$ cat config.mk
export PLATFORM = sky130hd
export DESIGN_NAME = i2c_master_read_bit_flat
export DESIGN_NICKNAME = d
export VERILOG_FILES = /design/src/rtl/i2c_master_read_bit_if.sv /design/src/rtl/i2c_master_read_bit.sv /design/src/flat_wrapper.sv
export SDC_FILE = /design/constraint.sdc
export NUM_CORES = 1
export LEC_CHECK = 0
export BUFFER_PORTS_ARGS = -buffer_cell sky130_fd_sc_hd__buf_2
export CORE_MARGIN = 10
export CORE_UTILIZATION = 35
export CTS_CLUSTER_DIAMETER = 60
export CTS_CLUSTER_SIZE = 20
export DETAILED_ROUTE_END_ITERATION = 6
export GPL_ROUTABILITY_DRIVEN = 0
export PLACE_DENSITY = 0.5
export SLEW_MARGIN = 0
export SYNTH_ARGS = -nofsm -noshare
export SYNTH_HDL_FRONTEND = slang
export SYNTH_SLANG_ARGS = --single-unit
$ cat constraint.sdc
create_clock -name clock -period 1.8 [get_ports clock]
set_clock_uncertainty 0.15 [all_clocks]
set_input_delay 0.09 -clock clock [delete_from_list [all_inputs] [get_ports clock]]
set_output_delay 0.09 -clock clock [all_outputs]
set_load 0.01 [all_outputs]
$ cat src/rtl/i2c_master_read_bit_if.sv
// Interface bundling the bit receiver's command handshake and I2C line signals.
//   go, command       : start request and read command (00 NOP, 01 READ_DATA, 10 READ_ACK)
//   finish            : high when idle and results are valid
//   data_out          : received data bit, or 1 = ACK / 0 = NACK for READ_ACK
//   bus_error         : SDA changed while SCL was high during the last bit
//   timeout           : last bit aborted by the clock-stretch timeout
//   scl_o, sda_o      : open-drain drives (0 = pull low, 1 = release)
//   scl_i, sda_i      : synchronised sensed bus lines
// The master modport belongs to the byte-level FSM and pad side, and the slave modport
// belongs to the bit receiver.
interface i2c_master_read_bit_if;
  logic       go;
  logic [1:0] command;
  logic       finish;
  logic       data_out;
  logic       bus_error;
  logic       timeout;
  logic       scl_o;
  logic       sda_o;
  logic       scl_i;
  logic       sda_i;

  modport master (
    output go, command, scl_i, sda_i,
    input  finish, data_out, bus_error, timeout, scl_o, sda_o
  );

  modport slave (
    input  go, command, scl_i, sda_i,
    output finish, data_out, bus_error, timeout, scl_o, sda_o
  );
endinterface

$ cat src/rtl/i2c_master_read_bit.sv
// Master-side I2C bit receiver. A go/command handshake starts one SCL pulse with SDA
// released. SDA is sampled at the start of the SCL high phase and must stay stable while
// SCL is high. The result is either the data bit or the slave's ACK/NACK. Slave clock
// stretching is honoured up to STRETCH_TIMEOUT clocks.
// Ports:
//   clock : system clock, posedge
//   reset : synchronous, active-high
//   bus   : i2c_master_read_bit_if.slave (handshake, results, SCL/SDA drive and sense)
module i2c_master_read_bit #(
  parameter int unsigned DIVIDER         = 4,
  parameter int unsigned STRETCH_TIMEOUT = 1024
) (
  input logic                  clock,
  input logic                  reset,
  i2c_master_read_bit_if.slave bus
);

  localparam int unsigned QW = (DIVIDER > 1) ? $clog2(DIVIDER) : 1;
  localparam int unsigned WW = (STRETCH_TIMEOUT > 1) ? $clog2(STRETCH_TIMEOUT) : 1;
  localparam logic [QW-1:0] QLast = QW'(DIVIDER - 1);
  localparam logic [WW-1:0] WLast = WW'(STRETCH_TIMEOUT - 1);

  typedef enum logic [2:0] {
    StIdle,
    StLow1,
    StLow2,
    StHighWait,
    StHigh1,
    StHigh2
  } state_e;

  state_e        state_q, state_d;
  logic [QW-1:0] qcnt_q, qcnt_d;
  logic [WW-1:0] wcnt_q, wcnt_d;
  logic          is_ack_q, is_ack_d;
  logic          sample_q, sample_d;
  logic          err_q, err_d;
  logic          scl_q, scl_d;
  logic          finish_q, finish_d;
  logic          data_q, data_d;
  logic          bus_err_q, bus_err_d;
  logic          timeout_q, timeout_d;

  logic qlast;
  logic mismatch;
  logic read_cmd;

  assign qlast    = (qcnt_q == QLast);
  assign mismatch = (bus.sda_i != sample_q);
  assign read_cmd = (bus.command == 2'b01) || (bus.command == 2'b10);

  always_comb begin
    state_d   = state_q;
    qcnt_d    = qcnt_q;
    wcnt_d    = wcnt_q;
    is_ack_d  = is_ack_q;
    sample_d  = sample_q;
    err_d     = err_q;
    scl_d     = scl_q;
    finish_d  = finish_q;
    data_d    = data_q;
    bus_err_d = bus_err_q;
    timeout_d = timeout_q;

    unique case (state_q)
      StIdle: begin
        // NOP and reserved commands leave the bus and the results untouched.
        if (bus.go && read_cmd) begin
          state_d   = StLow1;
          qcnt_d    = '0;
          is_ack_d  = (bus.command == 2'b10);
          err_d     = 1'b0;
          scl_d     = 1'b0;
          finish_d  = 1'b0;
          data_d    = 1'b0;
          bus_err_d = 1'b0;
          timeout_d = 1'b0;
        end
      end
      StLow1: begin
        if (qlast) begin
          state_d = StLow2;
          qcnt_d  = '0;
        end else begin
          qcnt_d = qcnt_q + QW'(1);
        end
      end
      StLow2: begin
        if (qlast) begin
          state_d = StHighWait;
          qcnt_d  = '0;
          wcnt_d  = '0;
          scl_d   = 1'b1;
        end else begin
          qcnt_d = qcnt_q + QW'(1);
        end
      end
      StHighWait: begin
        if (bus.scl_i) begin
          state_d = StHigh1;
          qcnt_d  = '0;
        end else if (wcnt_q == WLast) begin
          // Abort with SCL released so a stuck slave is not held low by this master too.
          state_d   = StIdle;
          timeout_d = 1'b1;
          finish_d  = 1'b1;
          scl_d     = 1'b1;
        end else begin
          wcnt_d = wcnt_q + WW'(1);
        end
      end
      StHigh1: begin
        if (qcnt_q == '0) begin
          sample_d = bus.sda_i;
        end else if (mismatch) begin
          err_d = 1'b1;
        end
        if (qlast) begin
          state_d = StHigh2;
          qcnt_d  = '0;
        end else begin
          qcnt_d = qcnt_q + QW'(1);
        end
      end
      StHigh2: begin
        if (mismatch) begin
          err_d = 1'b1;
        end
        if (qlast) begin
          state_d   = StIdle;
          scl_d     = 1'b0;
          finish_d  = 1'b1;
          // ACK is SDA pulled low by the slave, so it reads back as the inverted sample.
          data_d    = is_ack_q ? ~sample_q : sample_q;
          bus_err_d = err_q | mismatch;
        end else begin
          qcnt_d = qcnt_q + QW'(1);
        end
      end
      default: begin
        state_d = StIdle;
      end
    endcase
  end

  always_ff @(posedge clock) begin
    if (reset) begin
      state_q   <= StIdle;
      qcnt_q    <= '0;
      wcnt_q    <= '0;
      is_ack_q  <= 1'b0;
      sample_q  <= 1'b0;
      err_q     <= 1'b0;
      scl_q     <= 1'b1;
      finish_q  <= 1'b1;
      data_q    <= 1'b0;
      bus_err_q <= 1'b0;
      timeout_q <= 1'b0;
    end else begin
      state_q   <= state_d;
      qcnt_q    <= qcnt_d;
      wcnt_q    <= wcnt_d;
      is_ack_q  <= is_ack_d;
      sample_q  <= sample_d;
      err_q     <= err_d;
      scl_q     <= scl_d;
      finish_q  <= finish_d;
      data_q    <= data_d;
      bus_err_q <= bus_err_d;
      timeout_q <= timeout_d;
    end
  end

  assign bus.scl_o     = scl_q;
  assign bus.sda_o     = 1'b1;
  assign bus.finish    = finish_q;
  assign bus.data_out  = data_q;
  assign bus.bus_error = bus_err_q;
  assign bus.timeout   = timeout_q;

endmodule

$ cat src/flat_wrapper.sv
// flat-port wrapper written by rule: the top's interface ports become plain ports
module i2c_master_read_bit_flat 
#(
  parameter int unsigned DIVIDER         = 4,
  parameter int unsigned STRETCH_TIMEOUT = 1024
)
  (clock, reset, bus_go, bus_command, bus_scl_i, bus_sda_i, bus_finish, bus_data_out, bus_bus_error, bus_timeout, bus_scl_o, bus_sda_o);
  i2c_master_read_bit_if bus_i ();
  input logic clock;
  input logic reset;
  input wire logic [$bits(bus_i.go)-1:0] bus_go;
  input wire logic [$bits(bus_i.command)-1:0] bus_command;
  input wire logic [$bits(bus_i.scl_i)-1:0] bus_scl_i;
  input wire logic [$bits(bus_i.sda_i)-1:0] bus_sda_i;
  output wire logic [$bits(bus_i.finish)-1:0] bus_finish;
  output wire logic [$bits(bus_i.data_out)-1:0] bus_data_out;
  output wire logic [$bits(bus_i.bus_error)-1:0] bus_bus_error;
  output wire logic [$bits(bus_i.timeout)-1:0] bus_timeout;
  output wire logic [$bits(bus_i.scl_o)-1:0] bus_scl_o;
  output wire logic [$bits(bus_i.sda_o)-1:0] bus_sda_o;
  assign bus_i.go = bus_go;
  assign bus_i.command = bus_command;
  assign bus_i.scl_i = bus_scl_i;
  assign bus_i.sda_i = bus_sda_i;
  assign bus_finish = bus_i.finish;
  assign bus_data_out = bus_i.data_out;
  assign bus_bus_error = bus_i.bus_error;
  assign bus_timeout = bus_i.timeout;
  assign bus_scl_o = bus_i.scl_o;
  assign bus_sda_o = bus_i.sda_o;
  i2c_master_read_bit #(.DIVIDER(DIVIDER), .STRETCH_TIMEOUT(STRETCH_TIMEOUT)) u_core (.clock(clock), .reset(reset), .bus(bus_i));
endmodule
# --- After elaboration in Yosys (flattened, before gate mapping) ---
# Cells that the tools add are included.
word_totals:
  reg_bits: 23
  output_inout_bits: 6
  ram_bits: 0
  inputBits: 7
  latch_bits: 0
  wordCells: 92
  memories: 0
  mem_bits_ro: 0
op_classes:
  order_cmp: 0
  eq_ne: 22
  muxes: 33
  n_shift: 0
  n_reduce_logical: 22
  add_sub_neg: 2
  n_div: 0
  bitwise: 2
  n_mul: 0
op_table:
  columns: ["operator", "count"]
  rows:
  - ["$mux 10", 3]
  - ["$mux 3", 7]
  - ["$pmux 10 s2", 1]
  - ["$pmux 3 s6", 1]
  - ["$ne 2x1->1 const B", 6]
  - ["$reduce_and 4->1", 3]
  - ["$reduce_and 6->1", 2]
  - ["$add 10x1->10 const B", 1]
  - ["$eq 10x10->1 const B", 1]
  - ["$mux 1", 10]
  - ["$ne 2x2->1 const B", 5]
  - ["$mux 2", 4]
  - ["$pmux 2 s4", 1]
  - ["$reduce_bool 4->1", 2]
  - ["$eq 3x2->1 const B", 2]
  - ["$eq 3x3->1 const B", 2]
  - ["$pmux 1 s2", 3]
  - ["$pmux 1 s3", 2]
  - ["$reduce_and 3->1", 2]
  - ["$reduce_bool 2->1", 3]
  - ["$reduce_bool 3->1", 2]
  - ["$reduce_and 5->1", 1]
  - ["$eq 2x2->1 const B", 2]
  - ["$pmux 1 s4", 1]
  - ["13 further kinds", 14]

# --- Depth between registers and ports, before layout ---
depth:
  ltp_word: 5
  depth_mapped: 7
  depth_no_buf: 6

# --- Least setup slack after synthesis ---
# OpenSTA, ideal clock, no wires.
synth_timing:
  path_type: "reg2reg"
  from: "register u_core.qcnt_q[0]"
  to: "register u_core.wcnt_q[9]"
  arrival_time_ns: 1.691
  synth_period_minus_slack_ns: 1.959
  setup_slack_ns: -0.159
  path_stages_with_launch: 7
  required_time_ns: 1.532
  setup_time_ns: 0.118
  n_path_buf: 1
  path_cell_list: "dfxtp_1 ha_1 buf_2 nand2b_4 a211o_1 or4_1 mux2i_1"
synth_between:
  elab_chain_cells: 3
synth_lines:
  columns: ["element", "line", "text"]
  rows:
  - ["from (decl)", "i2c_master_read_bit.sv:33", "logic [QW-1:0] qcnt_q, qcnt_d;"]
  - ["from (signal assigned)", "i2c_master_read_bit.sv:161", "qcnt_q <= qcnt_d;"]
  - ["$eq 2x2->1", "i2c_master_read_bit.sv:48", "assign qlast = (qcnt_q == QLast);"]
  - ["$ne 2x1->1 (no line)", null, null]
  - ["$reduce_and 4->1 (no line)", null, null]
  - ["to (signal assigned)", "i2c_master_read_bit.sv:162", "wcnt_q <= wcnt_d;"]
  - ["to (decl)", "i2c_master_read_bit.sv:34", "logic [WW-1:0] wcnt_q, wcnt_d;"]
# Every way passes these cells.
# A chain may end at the register's enable or synchronous reset.

# --- Worst setup path in the final report ---
layout_timing:
  from: "register u_core.qcnt_q[1]"
  to: "register u_core.qcnt_q[1]"
layout_between:
  elab_chain_cells: 3
  word_cells_on_any_way: 7
  classes_between: "add/sub: 1; eq/ne: 2; mux: 3; reduce/logical: 1"
layout_lines:
  columns: ["element", "line", "text"]
  rows:
  - ["$add 2x1->2 / $eq 2x2->1 (equally long branches)", null, null]
  - ["$mux 2, or another cell as far along", "i2c_master_read_bit.sv:129", "if (qlast) begin"]
  - ["$pmux 2 s4 / $reduce_and 4->1 (equally long branches)", null, null]
# Parallel ways exist; a longest one is shown, timed or not. The select of a mux whose other input is x is not followed.

==> metrics <==
drt drc=0; critical path class=flop to flop; largest net degree at the start of global routing=20; clock latency on the worst-skew pair=between 200 and 300 ps; Syn Inst Count=about 160; H-tree depth=1; Logic pwr share=around 16%; Synth cell types=between 40 and 50; VDD IR max=between 0.2 and 0.25 mV; gr usage total=10.2%; Root Buffer=clkbuf_8; Tmin final=1750 ps; largest buffer count on any clock path=2; unrepaired setup endpoints after global routing=yes; multiplexer area fraction after synthesis=just under 3%; Die Y=a little over 80 um; Buffers on Ports=11; die area=0.00684 mm^2; number of synthesized register bits=23; largest family of logic cells by synthesized area=simple AND/OR/NAND/NOR gates; Post-Syn Area=between 0.001 and 0.0015 mm^2; EDFF count, synth=0; TritonCTS Buffers=3; clock power share=approximately a third; global-route wire length before repair=5710 um; Placement Rows=22; pwr dens=between 500 and 600 mW/mm^2; fraction of layout cells with a size suffix above 1=between 30 and 40%; Worst-path clk slew=~80 ps; most frequent cells in the layout=22 x buf_4, 19 x dfxtp_1, 11 x buf_2, 9 x a21oi_1, 9 x o21ai_0; vias per cell=~5.5; class of the worst hold path=input pin to flop; fin util=a little under half; Switch Pwr=approximately 280 uW; crit path max fanout=4; Initial Utilization=between 30% and 40%; Critical Path RT=1840 ps; vias in the first global route=1291; io pins=13; Synth warnings=0; most common cell after layout, fill and taps aside=buf_4; Reg power frac=51.7%; detailed-route wire length per cell=between 10 and 15 um; initial antenna violation count=0; HPWL Detailed=about 2600 um; Pleak=about 0.62 nW; CTS tree=yes; Crit path largest cell delay=between 400 and 500 ps; Async S/R FF share, synth=0%; xor and xnor fraction of the mapped netlist area=approximately 1.9%; grt ovf=0; area grow syn2layout=26.0%; Vias=~1.3k; Simple-Gate Fraction of Synth Area=28.6%; ANT cells=0; Slowest-stage cell, CP=or4_1; adder-cell share of the synthesized area=3.64%; final instance area=0.00173 mm^2; cell area after placement=roughly 0.0016 mm^2; part of the Yosys area used for sequential elements=33.5%; Final ANT Viol Nets=0; Synth Flop Type=dfxtp_1; Compound-Gate Fraction of Synth Area=23.5%; WP data arrival=approximately 1800 ps; Routed WL=about 3500 um; Period Utilization, post-route=~97%; status=complete, no violations; Slew Viols, Final=0; Fin. Hold Viols=0; syn_nets=~170; fin nets=approximately 200; Worst Setup End Kind=flop; max cap viols=0; Peak Freq=between 500 and 600 MHz; Die W=approximately 83 um; clk sinks=23; first drt pass iteration count=4; switching portion of total power=27.0%; Syn Area/Cell=8.50 um^2; CP cell instances=ha_4, buf_4, a21oi_4, nor2b_1, or4_1, a21oi_2; Pint=~760 uW; Iteration-0 DRC Markers=67; crit start category=flop; core area=0.00374 mm^2; setup violators final=0
-- Yosys cell counts, drive strengths merged (2+ instances only) --
master	count	area share, %
buf	6	2.7
nor3	4	1.5
o41ai	4	2.5
a21oi	11	4.0
clkbuf	5	1.4
or4	7	3.8
xor2	2	1.3
a31oi	2	0.91
dfxtp	23	33
nor2	8	2.2
nor4	2	1.4
nor3b	2	1.1
or3	5	2.4
nand3	8	2.9
o31ai	4	2.2
a22oi	4	2.2
nor2b	3	1.4
mux2i	4	2.9
o31a	2	1.5
nand2b	7	4.3
inv	6	1.6
o21ai	9	3.3
a21boi	5	2.7
nand3b	2	1.1
nand2	7	1.9
ha	4	3.6
-- worst max-delay path: cells and delay by family, from the launching register on --
family	cells	cell delay (ps)
AO/OA/AOI/OAI	2	290
adder cells (fa/ha/maj)	1	170
buffers and inverters	1	150
flip-flops	1	360
AND/OR/NAND/NOR	2	560
-- metal layers --
layer  track usage, %  routed length [um]
met3             2.48                 190
met2             16.6                1590
met5                0                   0
met4             2.84                  17
met1             13.1                1670
-- flip-flops by register name, indices dropped and copies added (netlist names) --
| signal | count |
|---|---|
| u_core.bus.bus_error | 1 |
| u_core.bus.data_out | 1 |
| u_core.bus.finish | 1 |
| u_core.bus.scl_o | 1 |
| u_core.bus.timeout | 1 |
| u_core.err_q | 1 |
| u_core.is_ack_q | 1 |
| u_core.qcnt_q | 2 |
| u_core.sample_q | 1 |
| u_core.state_q | 3 |
| u_core.wcnt_q | 10 |
-- power by group through the flow --
stage                     Combinational [mW]  Sequential [mW]  Clock [mW]
final                                  0.170            0.536       0.331
after global routing                   0.188            0.539       0.364
after CTS                              0.152            0.539       0.341
after detailed placement               0.148            0.551           0
after global placement                 0.147            0.550           0
after floorplan                       0.0981            0.547           0
-- per-stage QoR --
| step | hold WS, ps | setup WS (ps) | total power, mW | setup TNS, ps | std cells |
|---|---|---|---|---|---|
| 2_1_floorplan | 87.2 | 19.2 | 0.645 | 0 | 162 |
| 3_3_place_gp | 198 | 51.9 | 0.696 | 0 | 229 |
| 3_5_place_dp | 216 | -26.0 | 0.699 | -34.7 | 229 |
| 4_1_cts | 15.6 | -3.07 | 1.03 | -3.07 | 236 |
| 5_1_grt | 62.2 | -17.5 | 1.09 | -36.4 | 237 |
| 6_report | 27.8 | 53.1 | 1.04 | 0 | 237 |
-- worst paths after layout --
| check | from | to | slack, ps | depth (start not counted) |
|---|---|---|---|---|
| max | u_core.qcnt_q[1] | u_core.qcnt_q[1] | 50 | 6 |
| min | bus_scl_i | u_core.state_q[2] | 30 | 3 |
| max reg2reg | u_core.qcnt_q[1] | u_core.qcnt_q[1] | 50 | 6 |
| min reg2reg | u_core.is_ack_q | u_core.is_ack_q | 320 | 2 |
-- logic make-up after synthesis --
| group | after synthesis |
|---|---|
| AOI/OAI and AO/OA | 48 |
| xor gates and xnor gates | 3 |
| adders and majority gates | 4 |
| buffers and inverters | 17 |
| DFF | 23 |
| muxes | 4 |
| other | 1 |
| and+or+nand+nor | 62 |
-- cell type report --
cell class | count | area [um^2]
fill | 396 | 2010
multi-input combinational | 122 | 906
sequential | 23 | 470
timing repair buffer | 34 | 230
tap | 48 | 60.1
clock buffer | 4 | 45.0
inverter | 6 | 22.5
-- repair_timing --
item                       4_1_cts  5_1_grt
gates resized for setup          3       14
hold buffers                     1        0
hold endpoints to repair         1        0
setup endpoints to repair        3       12
cloned                           0        0
pin swaps                        1        2
setup buffers                    2        1
Note: power is estimated with default switching activity, not from simulation.
